### src/rtl/inst_fetch_q.sv
// Instruction fetch queue: word memory, free-running fetch PC and a small FIFO of decoded heads.
// Optional stall counter output enabled by defining IFQ_STALL_CNT_EN.
module inst_fetch_q #(
  parameter int          ADDR_W   = 6,
  parameter int          QDEPTH   = 4,
  parameter logic [31:0] RESET_PC = 32'h0000_0000
) (
  input  logic                     clk,
  input  logic                     rst,
  input  logic                     wr_en,
  input  logic [ADDR_W-1:0]        wr_addr,
  input  logic [31:0]              wr_data,
  input  logic                     redirect,
  input  logic [31:0]              redirect_pc,
  input  logic                     out_ready,
  output logic                     out_valid,
  output logic [31:0]              out_pc,
  output logic [5:0]               opcode,
  output logic [4:0]               r_reg1,
  output logic [4:0]               r_reg2,
  output logic [4:0]               w_reg,
  output logic [4:0]               shift,
  output logic [5:0]               funct,
  output logic [31:0]              inst_16bit,
`ifdef IFQ_STALL_CNT_EN
  output logic [31:0]              stall_cnt,
`endif
  output logic [$clog2(QDEPTH):0] count
);

  localparam int PW = $clog2(QDEPTH);
  localparam int CW = PW + 1;
  localparam logic [CW-1:0] FULL = CW'(QDEPTH);

  logic [31:0]       r_mem    [2**ADDR_W];
  logic [31:0]       r_q_pc   [QDEPTH];
  logic [31:0]       r_q_word [QDEPTH];
  logic [PW-1:0]     r_head;
  logic [PW-1:0]     r_tail;
  logic [CW-1:0]     r_count;
  logic [31:0]       r_pc;

  logic              w_push;
  logic              w_pop;
  logic              w_full;
  logic [ADDR_W-1:0] w_fetch_idx;
  logic [31:0]       w_head_word;
  logic [31:0]       w_head_pc;
  logic [31:0]       w_redirect_pc;

  // out_valid/out_ready: the head transfers on an edge where both are high and
  // redirect is low; out_valid depends only on occupancy, never on out_ready.
  assign w_full        = (r_count == FULL);
  assign out_valid     = (r_count != '0);
  assign w_pop         = out_valid && out_ready && !redirect;
  assign w_push        = !redirect && (!w_full || w_pop);
  assign w_fetch_idx   = r_pc[ADDR_W+1:2];
  assign w_redirect_pc = redirect_pc & 32'hFFFF_FFFC;

  // Memory is not reset; the fetch read sees the pre-write word on a colliding edge.
  always_ff @(posedge clk) begin
    if (wr_en) r_mem[wr_addr] <= wr_data;
  end

  always_ff @(posedge clk) begin
    if (w_push) begin
      r_q_pc[r_tail]   <= r_pc;
      r_q_word[r_tail] <= r_mem[w_fetch_idx];
    end
  end

  always_ff @(posedge clk or posedge rst) begin
    if (rst) begin
      r_pc    <= RESET_PC;
      r_head  <= '0;
      r_tail  <= '0;
      r_count <= '0;
    end else if (redirect) begin
      r_pc    <= w_redirect_pc;
      r_head  <= '0;
      r_tail  <= '0;
      r_count <= '0;
    end else begin
      if (w_push) begin
        r_tail <= r_tail + PW'(1);
        r_pc   <= r_pc + 32'd4;
      end
      if (w_pop) r_head <= r_head + PW'(1);
      case ({w_push, w_pop})
        2'b10:   r_count <= r_count + CW'(1);
        2'b01:   r_count <= r_count - CW'(1);
        default: r_count <= r_count;
      endcase
    end
  end

`ifdef IFQ_STALL_CNT_EN
  always_ff @(posedge clk or posedge rst) begin
    if (rst) begin
      stall_cnt <= '0;
    end else if (!redirect && w_full && !w_pop && (stall_cnt != 32'hFFFF_FFFF)) begin
      stall_cnt <= stall_cnt + 32'd1;
    end
  end
`endif

  // Head fields are masked so an empty queue presents all zeros.
  assign w_head_word = out_valid ? r_q_word[r_head] : 32'h0;
  assign w_head_pc   = out_valid ? r_q_pc[r_head]   : 32'h0;

  assign out_pc     = w_head_pc;
  assign opcode     = w_head_word[31:26];
  assign r_reg1     = w_head_word[25:21];
  assign r_reg2     = w_head_word[20:16];
  assign w_reg      = w_head_word[15:11];
  assign shift      = w_head_word[10:6];
  assign funct      = w_head_word[5:0];
  assign inst_16bit = {{16{w_head_word[15]}}, w_head_word[15:0]};
  assign count      = r_count;

endmodule

### config.mk
export PLATFORM = sky130hd
export DESIGN_NAME = inst_fetch_q
export DESIGN_NICKNAME = d
export VERILOG_FILES = /design/src/rtl/inst_fetch_q.sv
export SDC_FILE = /design/constraint.sdc
export NUM_CORES = 2
export LEC_CHECK = 0
export ABC_AREA = 1
export CORE_UTILIZATION = 50
export DETAILED_ROUTE_END_ITERATION = 8
export PLACE_DENSITY = 0.78
export SYNTH_ARGS = -nofsm -noshare
export SYNTH_HDL_FRONTEND = slang
export SYNTH_SLANG_ARGS = --single-unit
### constraint.sdc
create_clock -name clk -period 3.3 [get_ports clk]
set_input_delay 0.33 -clock clk [delete_from_list [all_inputs] [get_ports clk]]
set_output_delay 0.33 -clock clk [all_outputs]
set_load 0.05 [all_outputs]
# [Word level (Yosys, flattened, before mapping)]
# Memory sizes are Yosys's and may differ from the RTL's.
# Cells that the tools add are included.
[totals] register_bits=39 ram_bits=2304 inputBits=75 out_inout_bits=100 memories=3
[op_classes] n_addsub=5 n_eq_ne=3 n_mux=14 n_reduce_logical=10
[mem_list] memory="r_mem" words=64 width=32 rd=1 rd_ports_with_merged_regs=0 wr=1 line="35" rtl="logic [31:0] r_mem [2**ADDR_W];"
[mem_list] memory="r_q_pc" words=4 width=32 rd=1 rd_ports_with_merged_regs=0 wr=1 line="36" rtl="logic [31:0] r_q_pc [QDEPTH];"
[mem_list] memory="r_q_word" words=4 width=32 rd=1 rd_ports_with_merged_regs=0 wr=1 line="37" rtl="logic [31:0] r_q_word [QDEPTH];"
[ops] operator="$mux 32" count=4
[ops] operator="$add 32x3->32 const B" count=1
[ops] operator="$mux 2" count=4
[ops] operator="$pmux 3 s2" count=1
[ops] operator="$reduce_bool 3->1" count=2
[ops] operator="$add 2x1->2 const B" count=2
[ops] operator="$mux 1" count=4
[ops] operator="$reduce_bool 2->1" count=2
[ops] operator="$add 3x1->3 const B" count=1
[ops] operator="$eq 3x3->1 const B" count=1
[ops] operator="$logic_and 1x1->1" count=3
[ops] operator="$mux 3" count=1
[ops] operator="$sub 3x1->3 const B" count=1
[ops] operator="$eq 2x1->1 const B" count=1
[ops] operator="$eq 2x2->1 const B" count=1
[ops] operator="$logic_not 1->1" count=2
[ops] operator="$logic_or 1x1->1" count=1

# [Logic depth before layout (Yosys ltp)]
[depth] depth_word=8 depth_mapped=15 ltp_nobuf=13

# [Least setup slack after synthesis]
# Ideal clock, no wire load.
[synth_path] path_type="register to register" from="reg r_count[0] (netlist: count[0])" to="mem r_q_pc[0][10] (enable)" setup_time_ns=0.416 arrival_time_ns=3.116 path_slack_ns=-0.233 stages_incl_launch_ff=13 synth_period_minus_slack_ns=3.533 cell_sequence="dfrtp_1 > inv_1 > ha_1 > inv_1 > nor2_4 > nor2_4 > nand2_2 > nand2_4 > nand2_1 > inv_2 > buf_6 > nand2_1 > inv_1"
[synth_via] elab_chain_cells=7 word_cells_on_any_way=9
[synth_rtl] element="start: declaration" line="40" rtl="logic [CW-1:0] r_count;"
[synth_rtl] element="start signal: assignment" line="90" rtl="2'b10: r_count <= r_count + CW'(1);"
[synth_rtl] element="start signal: assignment" line="91" rtl="2'b01: r_count <= r_count - CW'(1);"
[synth_rtl] element="start signal: assignment" line="92" rtl="default: r_count <= r_count;"
[synth_rtl] element="$reduce_bool 3->1" line="54" rtl="assign out_valid = (r_count != '0);"
[synth_rtl] element="$logic_and 1x1->1 (2 in series)" line="55" rtl="assign w_pop = out_valid && out_ready && !redirect;"
[synth_rtl] element="$logic_or 1x1->1 (*)" line="56" rtl="assign w_push = !redirect && (!w_full || w_pop);"
[synth_rtl] element="$logic_and 1x1->1 (*)" line="56"
[synth_rtl] element="$mux 1 (*)" line="66" rtl="if (w_push) begin"
[synth_rtl] element="$mux 1 (not written as such) (*)" line="67" rtl="r_q_pc[r_tail] <= r_pc;"
[synth_rtl] element="end: declaration" line="36"
# Mark *: on every way between the ends. The rest lies on a longest branch, timed or not.

# [Final worst setup path]
[layout_path] from="reg r_head[0]" to="out inst_16bit[9]"
[layout_via] elab_chain_cells=2
[layout_rtl] element="start: declaration" line="38" rtl="logic [PW-1:0] r_head;"
[layout_rtl] element="start signal: assignment" line="88" rtl="if (w_pop) r_head <= r_head + PW'(1);"
[layout_rtl] element="$mem_v2 4x32"
[layout_rtl] element="$mux 32" line="108" rtl="assign w_head_word = out_valid ? r_q_word[r_head] : 32'h0;"
[layout_rtl] element="end: declaration" line="24" rtl="output logic [31:0] inst_16bit,"
# No other way between the ends.

==> results.cfg <==
[outcome]
outcome = finished, final reports clean

[yosys]
yosys_register_bits = 2333
synthFlopType = edfxtp_1
synth_edf_count = 2296
ys_warn_count = 0
synth_top_area_cell = edfxtp_1
synth_top_area_share_pct = 69.20
synth_common_cells = nand2_1, edfxtp_1, nand3_1
syn_area_um2 = 99640
synth.distinct_cells = 34
syn_inst = 9210
synth_area_leaders = edfxtp_1, nand2_1, nand3_1
syn_avg_cell_area_um2 = 10.82
yosysMostFrequentCell = nand2_1
yosysSeqAreaShare_pct = 70.13
synthArstFlopShare_pct = 1.586

[worst_setup_path]
required_ps = 2970
worstSetupPathType = flop to output port
worstSetupStartpointType = flop
end_kind = output port
crit_path_max_fanout = 119
reg2reg_from = r_pc[2]
critPathArrivalTime_ps = 2820
cp-startpoint = r_head[0]

[sta]
finalClockSkew_ps = 27.79
timing.setup.tns_ps = 0
hold_violations = 0
min_period_ps = 3152
period_share_pct = 95.52
slew_headroom_pct = 14.43
worstMarginPinSlew_ps = 1284
max_freq_mhz = 317.2
setup_ws_ps = 147.8
report.final.slew_viol_count = 0
setup_viol = 0
rsz0062_at_grt = false

[clock_tree]
root_buffer = clkbuf_16
ctsLongestPathBuffers = 3
numCtsBuffers = 216
cts_tree = yes
cts_sinks = 2333
clkTransAtPathRegs_ps = 60
htreeDepth = 4
clk_latency_ps = 850

[grt]
overflow = 0
grt_use_total_pct = 25.37
grt_pass1_vias = 67026
grt_max_degree = 137
grt_pass1_wl_um = 388200
antenna_found_initial = 13

[flow_run]
maxCapViolCount = 0

[detailed_routing]
vias = 68791
antenna_left = 0
post-route-drc-count = 0
dr.pass1.iters = 7
wl_per_cell_um = 21.27
wl_um = 258100
viasPerCell = 5.668
drtIter0Drc = 9331

[pwr]
powerDensity_nw_per_um2 = 703.5
vdd_drop_max_v = 0.0006718
p_clk_share_pct = 30.3
p_int_mw = 53.71
p_sw_share_pct = 32.27
switching_power_mw = 25.59
power_leakage_nw = 44.83
comb_power_share_pct = 26.8
p_seq_share_pct = 43.0

[floorplan]
die_h_um = 448.4
die_area_um2 = 201100
core_um2 = 197600
rows = 163
initial_core_util_pct = 50.42
die_x_um = 448.4
pin_count = 175

[place]
dp_slack_ps = 412.4
gp_congestion = 0.8807
io_buffers = 170
dp_hpwl_um = 143800

[layout]
areaGrowthSynthToFinish_pct = 13.13
drive_above_1_share_pct = 9.063
final_nets = 9389

[worst_hold_path]
min_path_type = input pin to flop
hp-start = redirect_pc[3]
state kept, by name, indices dropped and copies added (netlist names):
register / cells
count: 3
r_head: 2
r_mem: 2048
r_pc: 30
r_q_pc: 120
r_q_word: 128
r_tail: 2
power groups by stage:
| stage | Combinational [mW] | Clock, mW | Sequential, mW |
|---|---|---|---|
| floorplan | 12.3 | 0 | 34.5 |
| global placement | 20.3 | 0 | 34.6 |
| detailed placement | 20.7 | 0 | 34.7 |
| CTS | 20.9 | 24.1 | 34.1 |
| global route | 22.5 | 25.2 | 34.1 |
| finish | 21.2 | 24.0 | 34.1 |
metal layers:
metal,vias up,wire [um],track usage (%)
li1,30708,-,-
met1,32877,95540,33.56
met2,4468,122300,41.37
met3,728,31120,5.152
met4,10,9046,9.605
met5,-,57,0
final timing paths:
path                                   end  slack (ps)  cells after the start
max                          inst_16bit[9]         150                      5
max reg2reg                r_q_word[1][20]         270                     11
min                                r_pc[3]          80                      3
min in group asynchronous          r_pc[3]         500                      4
min reg2reg                  r_q_pc[2][30]         580                      0
max in group asynchronous        r_head[0]        2350                      4
placed cells by master, fill, tap and decap left out, types with 44 or more instances in the layout:
cell | synthesis | routed
clkbuf_16 | 0 | 219
nand2_1 | 2625 | 2625
a21oi_1 | 68 | 55
o211ai_1 | 129 | 129
o21ai_0 | 160 | 160
buf_12 | 0 | 167
buf_4 | 80 | 163
nor2_4 | 2 | 66
clkbuf_1 | 154 | 44
nand3_1 | 1481 | 1481
nor2_1 | 417 | 352
clkinv_1 | 3 | 63
inv_1 | 1267 | 1262
edfxtp_1 | 2296 | 2296
or2_2 | 97 | 97
cell type report:
cell class / instances / area (um^2)
multi-input cells: 5067 / 22720
fillers: 14939 / 84900
flip-flops and latches: 2333 / 69890
well taps: 2640 / 3303
clock inverters: 136 / 1069
inverters: 1278 / 4837
repair buffers: 411 / 5219
clock buffers: 264 / 5659
diodes: 7 / 17.52
kinds of logic (layout without fill, tap and decap cells):
| kind of cell | Yosys count | after routing | synth area share [%] |
|---|---|---|---|
| other | 1 | 9 | 0.003764 |
| xor gates and xnor gates | 13 | 13 | 0.1143 |
| and+or+nand+nor | 4651 | 4651 | 19.71 |
| DFF | 2333 | 2333 | 70.13 |
| buffers and inverters | 1811 | 2089 | 7.614 |
| AOI/OAI and AO/OA | 394 | 394 | 2.344 |
| adders and majority gates | 7 | 7 | 0.08790 |
what timing repair did:
action | in CTS | in global routing
resized for setup | 12 | 6
hold buffers | 3 | 0
pin swaps | 0 | 0
setup endpoints to repair | 92 | 20
hold endpoints to repair | 80 | 0
setup buffers | 1 | 0
critical path, cell delays in order (launching register included):
cell and delay, ps:
dfrtp_4 530, inv_2 140, buf_12 380, o21ai_0 180, a21oi_1 500, buf_12 210
metrics by stage:
step	util (%)	cell area, um^2	power, mW	hold slack (ps)	cells
2_1_floorplan	-	99660	46.78	428.9	9211
3_3_place_gp	53.56	105900	54.89	561.5	11725
3_5_place_dp	53.57	105900	55.39	563.5	11725
4_1_cts	57.02	112700	79.13	35.27	12129
5_1_grt	57.04	112700	81.83	71.46	12134
6_report	57.04	112700	79.29	79.23	12136
(Power assumes the default switching activity.)
